--- config.mk ---
export PLATFORM = sky130hd
export DESIGN_NAME = wiener_block_feeder_flat
export DESIGN_NICKNAME = d
export VERILOG_FILES = /design/src/rtl/wiener_block_feeder_if.sv /design/src/rtl/wiener_block_feeder.sv /design/src/flat_wrapper.sv
export SDC_FILE = /design/constraint.sdc
export NUM_CORES = 1
export LEC_CHECK = 0
export CAP_MARGIN = 20
export CORE_AREA = 2 2 170 172
export CTS_CLUSTER_SIZE = 20
export DETAILED_ROUTE_END_ITERATION = 8
export DIE_AREA = 0 0 172 174
export PLACE_DENSITY = 0.84
export SLEW_MARGIN = 10
export SYNTH_ARGS = -nofsm -noshare
export SYNTH_HDL_FRONTEND = slang
export SYNTH_SLANG_ARGS = --single-unit
--- constraint.sdc ---
create_clock -name clk -period 16.3 [get_ports clk]
set_input_delay 1.63 -clock clk [delete_from_list [all_inputs] [get_ports clk]]
set_output_delay 1.63 -clock clk [all_outputs]
set_load 0.1 [all_outputs]
--- src/rtl/wiener_block_feeder_if.sv ---
// Bus bundle between the Wiener block feeder and its environment: frame request,
// 1-cycle-latency memory read port, block pixel stream and block acknowledge.
interface wiener_block_feeder_if #(
  parameter int DATA_WIDTH = 8,
  parameter int ADDR_WIDTH = 20
);
  // Handshake semantics: frame_start is a 1-cycle request honoured only when busy is low.
  // mem_rd_en is a strobe and mem_rd_data is valid exactly one cycle later, with no stall.
  // data_valid has no ready: the stream cannot be back-pressured inside a block. Flow control
  // is per block only, because the feeder waits for one block_ack pulse before the next block.
  logic                  frame_start;
  logic [15:0]           frame_width;
  logic [15:0]           frame_height;
  logic [ADDR_WIDTH-1:0] base_addr;
  logic                  mem_rd_en;
  logic [ADDR_WIDTH-1:0] mem_addr;
  logic [DATA_WIDTH-1:0] mem_rd_data;
  logic                  block_ack;
  logic [DATA_WIDTH-1:0] data_out;
  logic                  data_valid;
  logic                  start_of_frame;
  logic                  start_of_block;
  logic                  end_of_frame;
  logic [31:0]           blocks_per_frame;
  logic                  busy;
  logic                  frame_done;
  logic                  dim_error;

  modport master (
    input  frame_start, frame_width, frame_height, base_addr, mem_rd_data, block_ack,
    output mem_rd_en, mem_addr, data_out, data_valid, start_of_frame, start_of_block,
           end_of_frame, blocks_per_frame, busy, frame_done, dim_error
  );

  modport slave (
    output frame_start, frame_width, frame_height, base_addr, mem_rd_data, block_ack,
    input  mem_rd_en, mem_addr, data_out, data_valid, start_of_frame, start_of_block,
           end_of_frame, blocks_per_frame, busy, frame_done, dim_error
  );
endinterface

--- src/rtl/wiener_block_feeder.sv ---
// Frame-to-block serializer: reads a row-major frame and streams it block by block,
// pausing between blocks until the downstream statistics path acknowledges each block.
module wiener_block_feeder #(
  parameter int DATA_WIDTH = 8,
  parameter int BLOCK_SIZE = 8,
  parameter int ADDR_WIDTH = 20
) (
  input  logic                  clk,
  input  logic                  rst,
  wiener_block_feeder_if.master bus,
  output logic [1:0]            state_dbg
);

  localparam int                    LOG2B    = $clog2(BLOCK_SIZE);
  localparam logic [LOG2B-1:0]      IDX_LAST = LOG2B'(BLOCK_SIZE - 1);
  localparam logic [ADDR_WIDTH-1:0] B_STEP   = ADDR_WIDTH'(BLOCK_SIZE);

  typedef enum logic [1:0] {
    IDLE       = 2'd0,
    FETCH      = 2'd1,
    WAIT_ACK   = 2'd2,
    FLUSH_DONE = 2'd3
  } state_t;

  state_t                state;
  logic [15:0]           blk_x_last;
  logic [15:0]           blk_y_last;
  logic [15:0]           bx;
  logic [15:0]           by;
  logic [LOG2B-1:0]      col;
  logic [LOG2B-1:0]      row;
  logic [ADDR_WIDTH-1:0] width_a;
  logic [ADDR_WIDTH-1:0] width_blk;
  logic [ADDR_WIDTH-1:0] blk_row_addr;
  logic [ADDR_WIDTH-1:0] blk_addr;
  logic [ADDR_WIDTH-1:0] row_addr;
  logic [ADDR_WIDTH-1:0] rd_addr;
  logic                  rd_en;
  logic                  ack_pend;
  logic                  dv_q;
  logic                  sof_q;
  logic                  sob_q;
  logic                  eof_q;
  logic                  busy_q;
  logic                  done_q;
  logic                  dim_err_q;
  logic [31:0]           bpf_q;

  logic [15:0]           blocks_x;
  logic [15:0]           blocks_y;
  logic                  dims_ok;
  logic                  last_col;
  logic                  last_row;
  logic                  last_bx;
  logic                  last_block;
  logic                  rd_first;
  logic                  rd_sof;
  logic                  rd_eof;
  logic                  ack_now;
  logic [ADDR_WIDTH-1:0] nxt_blk_addr;
  logic [ADDR_WIDTH-1:0] nxt_blk_row_addr;

  assign blocks_x = bus.frame_width >> LOG2B;
  assign blocks_y = bus.frame_height >> LOG2B;
  assign dims_ok  = (bus.frame_width != 16'd0) && (bus.frame_height != 16'd0) &&
                    (bus.frame_width[LOG2B-1:0] == '0) && (bus.frame_height[LOG2B-1:0] == '0);

  assign last_col   = (col == IDX_LAST);
  assign last_row   = (row == IDX_LAST);
  assign last_bx    = (bx == blk_x_last);
  assign last_block = last_bx && (by == blk_y_last);
  assign ack_now    = bus.block_ack || ack_pend;

  // Flags travel with the read strobe and are delayed one cycle to line up with the data.
  assign rd_first = rd_en && (col == '0) && (row == '0);
  assign rd_sof   = rd_first && (bx == 16'd0) && (by == 16'd0);
  assign rd_eof   = rd_en && last_col && last_row && last_block;

  // Block origins advance by adding B along a block row, or one block-row stride at its end.
  always_comb begin
    nxt_blk_addr     = blk_addr + B_STEP;
    nxt_blk_row_addr = blk_row_addr;
    if (last_bx) begin
      nxt_blk_row_addr = blk_row_addr + width_blk;
      nxt_blk_addr     = blk_row_addr + width_blk;
    end
  end

  always_ff @(posedge clk or posedge rst) begin
    if (rst) begin
      state        <= IDLE;
      blk_x_last   <= '0;
      blk_y_last   <= '0;
      bx           <= '0;
      by           <= '0;
      col          <= '0;
      row          <= '0;
      width_a      <= '0;
      width_blk    <= '0;
      blk_row_addr <= '0;
      blk_addr     <= '0;
      row_addr     <= '0;
      rd_addr      <= '0;
      rd_en        <= 1'b0;
      ack_pend     <= 1'b0;
      dv_q         <= 1'b0;
      sof_q        <= 1'b0;
      sob_q        <= 1'b0;
      eof_q        <= 1'b0;
      busy_q       <= 1'b0;
      done_q       <= 1'b0;
      dim_err_q    <= 1'b0;
      bpf_q        <= '0;
    end else begin
      dim_err_q <= 1'b0;
      done_q    <= 1'b0;
      dv_q      <= rd_en;
      sof_q     <= rd_sof;
      sob_q     <= rd_first;
      eof_q     <= rd_eof;

      case (state)
        IDLE: begin
          if (bus.frame_start) begin
            if (dims_ok) begin
              width_a      <= ADDR_WIDTH'(bus.frame_width);
              width_blk    <= ADDR_WIDTH'(bus.frame_width) << LOG2B;
              blk_x_last   <= blocks_x - 16'd1;
              blk_y_last   <= blocks_y - 16'd1;
              bpf_q        <= 32'(blocks_x) * 32'(blocks_y);
              bx           <= '0;
              by           <= '0;
              col          <= '0;
              row          <= '0;
              blk_row_addr <= bus.base_addr;
              blk_addr     <= bus.base_addr;
              row_addr     <= bus.base_addr;
              rd_addr      <= bus.base_addr;
              rd_en        <= 1'b1;
              ack_pend     <= 1'b0;
              busy_q       <= 1'b1;
              state        <= FETCH;
            end else begin
              dim_err_q <= 1'b1;
            end
          end
        end

        FETCH: begin
          if (bus.block_ack) begin
            ack_pend <= 1'b1;
          end
          if (!last_col) begin
            col     <= col + 1'b1;
            rd_addr <= rd_addr + 1'b1;
          end else if (!last_row) begin
            col      <= '0;
            row      <= row + 1'b1;
            row_addr <= row_addr + width_a;
            rd_addr  <= row_addr + width_a;
          end else begin
            col   <= '0;
            row   <= '0;
            rd_en <= 1'b0;
            state <= WAIT_ACK;
          end
        end

        WAIT_ACK: begin
          if (ack_now) begin
            ack_pend <= 1'b0;
            if (last_block) begin
              done_q <= 1'b1;
              busy_q <= 1'b0;
              state  <= FLUSH_DONE;
            end else begin
              bx           <= last_bx ? 16'd0 : bx + 16'd1;
              by           <= last_bx ? by + 16'd1 : by;
              blk_addr     <= nxt_blk_addr;
              blk_row_addr <= nxt_blk_row_addr;
              row_addr     <= nxt_blk_addr;
              rd_addr      <= nxt_blk_addr;
              rd_en        <= 1'b1;
              state        <= FETCH;
            end
          end
        end

        FLUSH_DONE: begin
          state <= IDLE;
        end

        default: begin
          state <= IDLE;
        end
      endcase
    end
  end

  assign bus.mem_rd_en        = rd_en;
  assign bus.mem_addr         = rd_addr;
  assign bus.data_valid       = dv_q;
  assign bus.data_out         = dv_q ? bus.mem_rd_data : '0;
  assign bus.start_of_frame   = sof_q;
  assign bus.start_of_block   = sob_q;
  assign bus.end_of_frame     = eof_q;
  assign bus.blocks_per_frame = bpf_q;
  assign bus.busy             = busy_q;
  assign bus.frame_done       = done_q;
  assign bus.dim_error        = dim_err_q;
  assign state_dbg            = state;

endmodule
--- src/flat_wrapper.sv ---
// flat-port wrapper written by rule: the top's interface ports become plain ports
module wiener_block_feeder_flat 
#(
  parameter int DATA_WIDTH = 8,
  parameter int BLOCK_SIZE = 8,
  parameter int ADDR_WIDTH = 20
)
  (clk, rst, state_dbg, bus_frame_start, bus_frame_width, bus_frame_height, bus_base_addr, bus_mem_rd_data, bus_block_ack, bus_mem_rd_en, bus_mem_addr, bus_data_out, bus_data_valid, bus_start_of_frame, bus_start_of_block, bus_end_of_frame, bus_blocks_per_frame, bus_busy, bus_frame_done, bus_dim_error);
  wiener_block_feeder_if #(.DATA_WIDTH(DATA_WIDTH), .ADDR_WIDTH(ADDR_WIDTH)) bus_i ();
  input  logic clk;
  input  logic rst;
  output logic [1:0] state_dbg;
  input wire logic [$bits(bus_i.frame_start)-1:0] bus_frame_start;
  input wire logic [$bits(bus_i.frame_width)-1:0] bus_frame_width;
  input wire logic [$bits(bus_i.frame_height)-1:0] bus_frame_height;
  input wire logic [$bits(bus_i.base_addr)-1:0] bus_base_addr;
  input wire logic [$bits(bus_i.mem_rd_data)-1:0] bus_mem_rd_data;
  input wire logic [$bits(bus_i.block_ack)-1:0] bus_block_ack;
  output wire logic [$bits(bus_i.mem_rd_en)-1:0] bus_mem_rd_en;
  output wire logic [$bits(bus_i.mem_addr)-1:0] bus_mem_addr;
  output wire logic [$bits(bus_i.data_out)-1:0] bus_data_out;
  output wire logic [$bits(bus_i.data_valid)-1:0] bus_data_valid;
  output wire logic [$bits(bus_i.start_of_frame)-1:0] bus_start_of_frame;
  output wire logic [$bits(bus_i.start_of_block)-1:0] bus_start_of_block;
  output wire logic [$bits(bus_i.end_of_frame)-1:0] bus_end_of_frame;
  output wire logic [$bits(bus_i.blocks_per_frame)-1:0] bus_blocks_per_frame;
  output wire logic [$bits(bus_i.busy)-1:0] bus_busy;
  output wire logic [$bits(bus_i.frame_done)-1:0] bus_frame_done;
  output wire logic [$bits(bus_i.dim_error)-1:0] bus_dim_error;
  assign bus_i.frame_start = bus_frame_start;
  assign bus_i.frame_width = bus_frame_width;
  assign bus_i.frame_height = bus_frame_height;
  assign bus_i.base_addr = bus_base_addr;
  assign bus_i.mem_rd_data = bus_mem_rd_data;
  assign bus_i.block_ack = bus_block_ack;
  assign bus_mem_rd_en = bus_i.mem_rd_en;
  assign bus_mem_addr = bus_i.mem_addr;
  assign bus_data_out = bus_i.data_out;
  assign bus_data_valid = bus_i.data_valid;
  assign bus_start_of_frame = bus_i.start_of_frame;
  assign bus_start_of_block = bus_i.start_of_block;
  assign bus_end_of_frame = bus_i.end_of_frame;
  assign bus_blocks_per_frame = bus_i.blocks_per_frame;
  assign bus_busy = bus_i.busy;
  assign bus_frame_done = bus_i.frame_done;
  assign bus_dim_error = bus_i.dim_error;
  wiener_block_feeder #(.DATA_WIDTH(DATA_WIDTH), .BLOCK_SIZE(BLOCK_SIZE), .ADDR_WIDTH(ADDR_WIDTH)) u_core (.clk(clk), .rst(rst), .bus(bus_i), .state_dbg(state_dbg));
endmodule
==> metrics <==
period utilisation layout=45.96%; Avg Cell Area, Syn=8.480 sq um; TNS Setup=0 ns; startpoint class of the critical path=input port; initial antenna violation count=0; sequential-to-total area share from yosys stat=27.24%; VDD IR max=0.1955 mV; reg2reg start=u_core.state_dbg[0]; cts repair resizes=0; Leak=9.465 nW; Iter 0 DRT Violations=1577; worst-margin pin slew=1.024 ns; Remaining DRCs=1; Max Cap Viol=0; num rows=62; cell taking the most area after synthesis=dfrtp_1; most common cell after layout, fill and taps aside=nand2_1; Cells after Synth=2156; Comb power frac=68.8%; hold buffers post-CTS=0; most frequent cells in the layout=nand2_1, inv_1, dfrtp_1; Switching Power=2.156 mW; largest net degree at the start of global routing=126; routed vias=16160; status=finished with violations; Worst EP required=16.63 ns; layout cell share with drive strength beyond 1=3.926%; clock transition at the registers of the reported paths=0.08 ns; via-per-instance ratio=6.215; die area=0.02993 sq mm; Sw Share=54.43%; CTS tree=done; Tot GR Track Use=34.29%; Power Density=195.8 mW/mm^2; hold_sp=u_core.bus.blocks_per_frame[2]; final std cells w/o fill=2600; Final ANT Viol Nets=0; Pint=1.805 mW; Fmax achieved=133.5 MHz; GPL Wtd Cong=0.9649; I/O pins=134; Die Ht=174 microns; vias in the first global route=16310; part of the power in registers=20.4%; Final Skew=0.01412 ns; Layout area overhead=10.67%; crit end category=flip-flop; Core ar.=0.02824 sq mm; drt total wl=49580 microns; slew margin rel.=31.54%; top cells by area, synth=dfrtp_1, fa_1, ha_1; top-area cell type share of the netlist area=27.24%; first-pass GRT wire length=81570 microns; setup repair bufs after CTS=0; Max clock buf depth=2; post-layout min period=7.492 ns; Worst Path Max Fanout=18; Die W=172 microns; hpwl dp=36420 microns; H-tree depth=4; PortBufs=127; Nets=2513; clk_lat worst skew=0.46 ns; TritonCTS buffer count=17; final setup fails=0; Hold Fails Final Rpt=0; Initial Util=64.75%; FFs w/ async S/R, synth=100.0%; clock share of power=10.8%; cell area after synthesis=0.01828 sq mm; RSZ-0062 raised after global routing=false; CTS sink count=199; crit path DAT=7.82 ns; WS Path Type=in -> reg; hold crit path type=reg -> reg; overall power=3.961 mW; Synth Register Bits=199; DR WL/cell=19.07 microns; DR pass1 iterations=8; grt ovf=0; Yosys cell types=88; failing checks=design-rule violations; ys flop type=dfrtp_1; Post-synth EDFFs=0; Clock Tree Root=clkbuf_16; max-slew violation count=0; # placed instances=2568; synth warn=0; critical path startpoint=bus_frame_height[12]; ANT cells=0
final timing paths:
kind,end,slack (ns),cells after the start
min,u_core.bus.blocks_per_frame[2],0.48,2
max in group asynchronous,u_core.row_addr[14],13.08,3
min in group asynchronous,u_core.bus.blocks_per_frame[23],1.72,2
min reg2reg,u_core.bus.blocks_per_frame[2],0.48,2
max reg2reg,u_core.blk_addr[0],12.39,10
max,u_core.bus.blocks_per_frame[25],8.81,20
cell type report:
| class | count | area [sq um] |
|---|---|---|
| well taps | 384 | 480.5 |
| fillers | 2238 | 8003 |
| clock buffers | 18 | 439.2 |
| flip-flops and latches | 199 | 4980 |
| repair buffers | 136 | 1339 |
| multi-input cells | 1639 | 12060 |
| inverters | 210 | 795.8 |
| clock inverters | 14 | 141.4 |
kinds of logic (layout without fill, tap and decap cells):
logic type	Yosys count	after routing	share of synthesized area [%]
other cells	1	6	0.02051
flops	199	199	27.24
buf+inv	323	378	6.966
simple gates	790	790	20.94
xor+xnor	132	132	6.323
mux	14	14	0.7938
fa+ha+maj	246	246	21.88
compound gates	451	451	15.84
synth_stat cells, drive strengths merged (11+ instances only):
library cell and number:
a211oi 15, a21o 19, a21oi 112, a31oi 28, and2 98, and3 21
and4 11, buf 37, clkbuf 76, dfrtp 199, fa 123, ha 123
inv 210, nand2 303, nand2b 13, nand3 48, nand4 26, nor2 161
nor2b 11, nor3 39, nor4 19, o211ai 14, o21a 13, o21ai 133
o31ai 37, or3 15, xnor2 63, xor2 69
worst max-delay path, stage by stage:
cell and delay, ns:
clkdlybuf4s50_1 0.79, and2_1 0.35, fa_1 0.53, inv_1 0.05, fa_1 0.48, inv_1 0.07
fa_1 0.53, fa_1 0.60, inv_1 0.07, fa_1 0.53, inv_1 0.04, ha_1 0.33
a21oi_1 0.22, o21ai_0 0.18, a31oi_1 0.21, o31a_1 0.24, o31ai_4 0.10, a2111oi_0 0.60
or4_1 0.20, nand3_1 0.06
sequential cells by signal, summed over array words and instances, names as in the netlist:
signal / cells
u_core.ack_pend: 1
u_core.blk_addr: 20
u_core.blk_row_addr: 20
u_core.blk_x_last: 14
u_core.blk_y_last: 14
u_core.bus.blocks_per_frame: 26
u_core.bus.busy: 1
u_core.bus.data_valid: 1
u_core.bus.dim_error: 1
u_core.bus.end_of_frame: 1
u_core.bus.frame_done: 1
u_core.bus.mem_addr: 20
u_core.bus.mem_rd_en: 1
u_core.bus.start_of_block: 1
u_core.bus.start_of_frame: 1
u_core.bx: 16
u_core.by: 16
u_core.col: 3
u_core.row: 3
u_core.row_addr: 20
u_core.state_dbg: 2
u_core.width_a: 16
routing by layer:
metal  part of all wire, %  track usage (%)
met5                     0                0
met4                   4.0            15.62
met3                   7.1            4.212
met2                    49            58.12
met1                    40            43.89
power by group through the flow:
stage	Combinational, mW	Clock, mW	Sequential (mW)
2_1_floorplan	1.73	0	1.13
3_3_place_gp	2.61	0	0.803
3_5_place_dp	2.68	0	0.810
4_1_cts	2.70	0.431	0.803
5_1_grt	2.99	0.450	0.827
6_report	2.72	0.430	0.807
per-stage QoR:
| stage | hold WS [ns] | area (sq um) | utilization (%) | worst slack [ns] |
|---|---|---|---|---|
| after floorplan | 0.4453 | 18300 | - | 9.244 |
| after global placement | 0.4531 | 19650 | 69.60 | 8.563 |
| after detailed placement | 0.4625 | 19650 | 69.60 | 8.406 |
| after CTS | 0.4824 | 20230 | 71.66 | 8.853 |
| after global routing | 0.5157 | 20230 | 71.66 | 8.493 |
| final | 0.4813 | 20230 | 71.66 | 8.808 |
(Power assumes the default switching activity.)
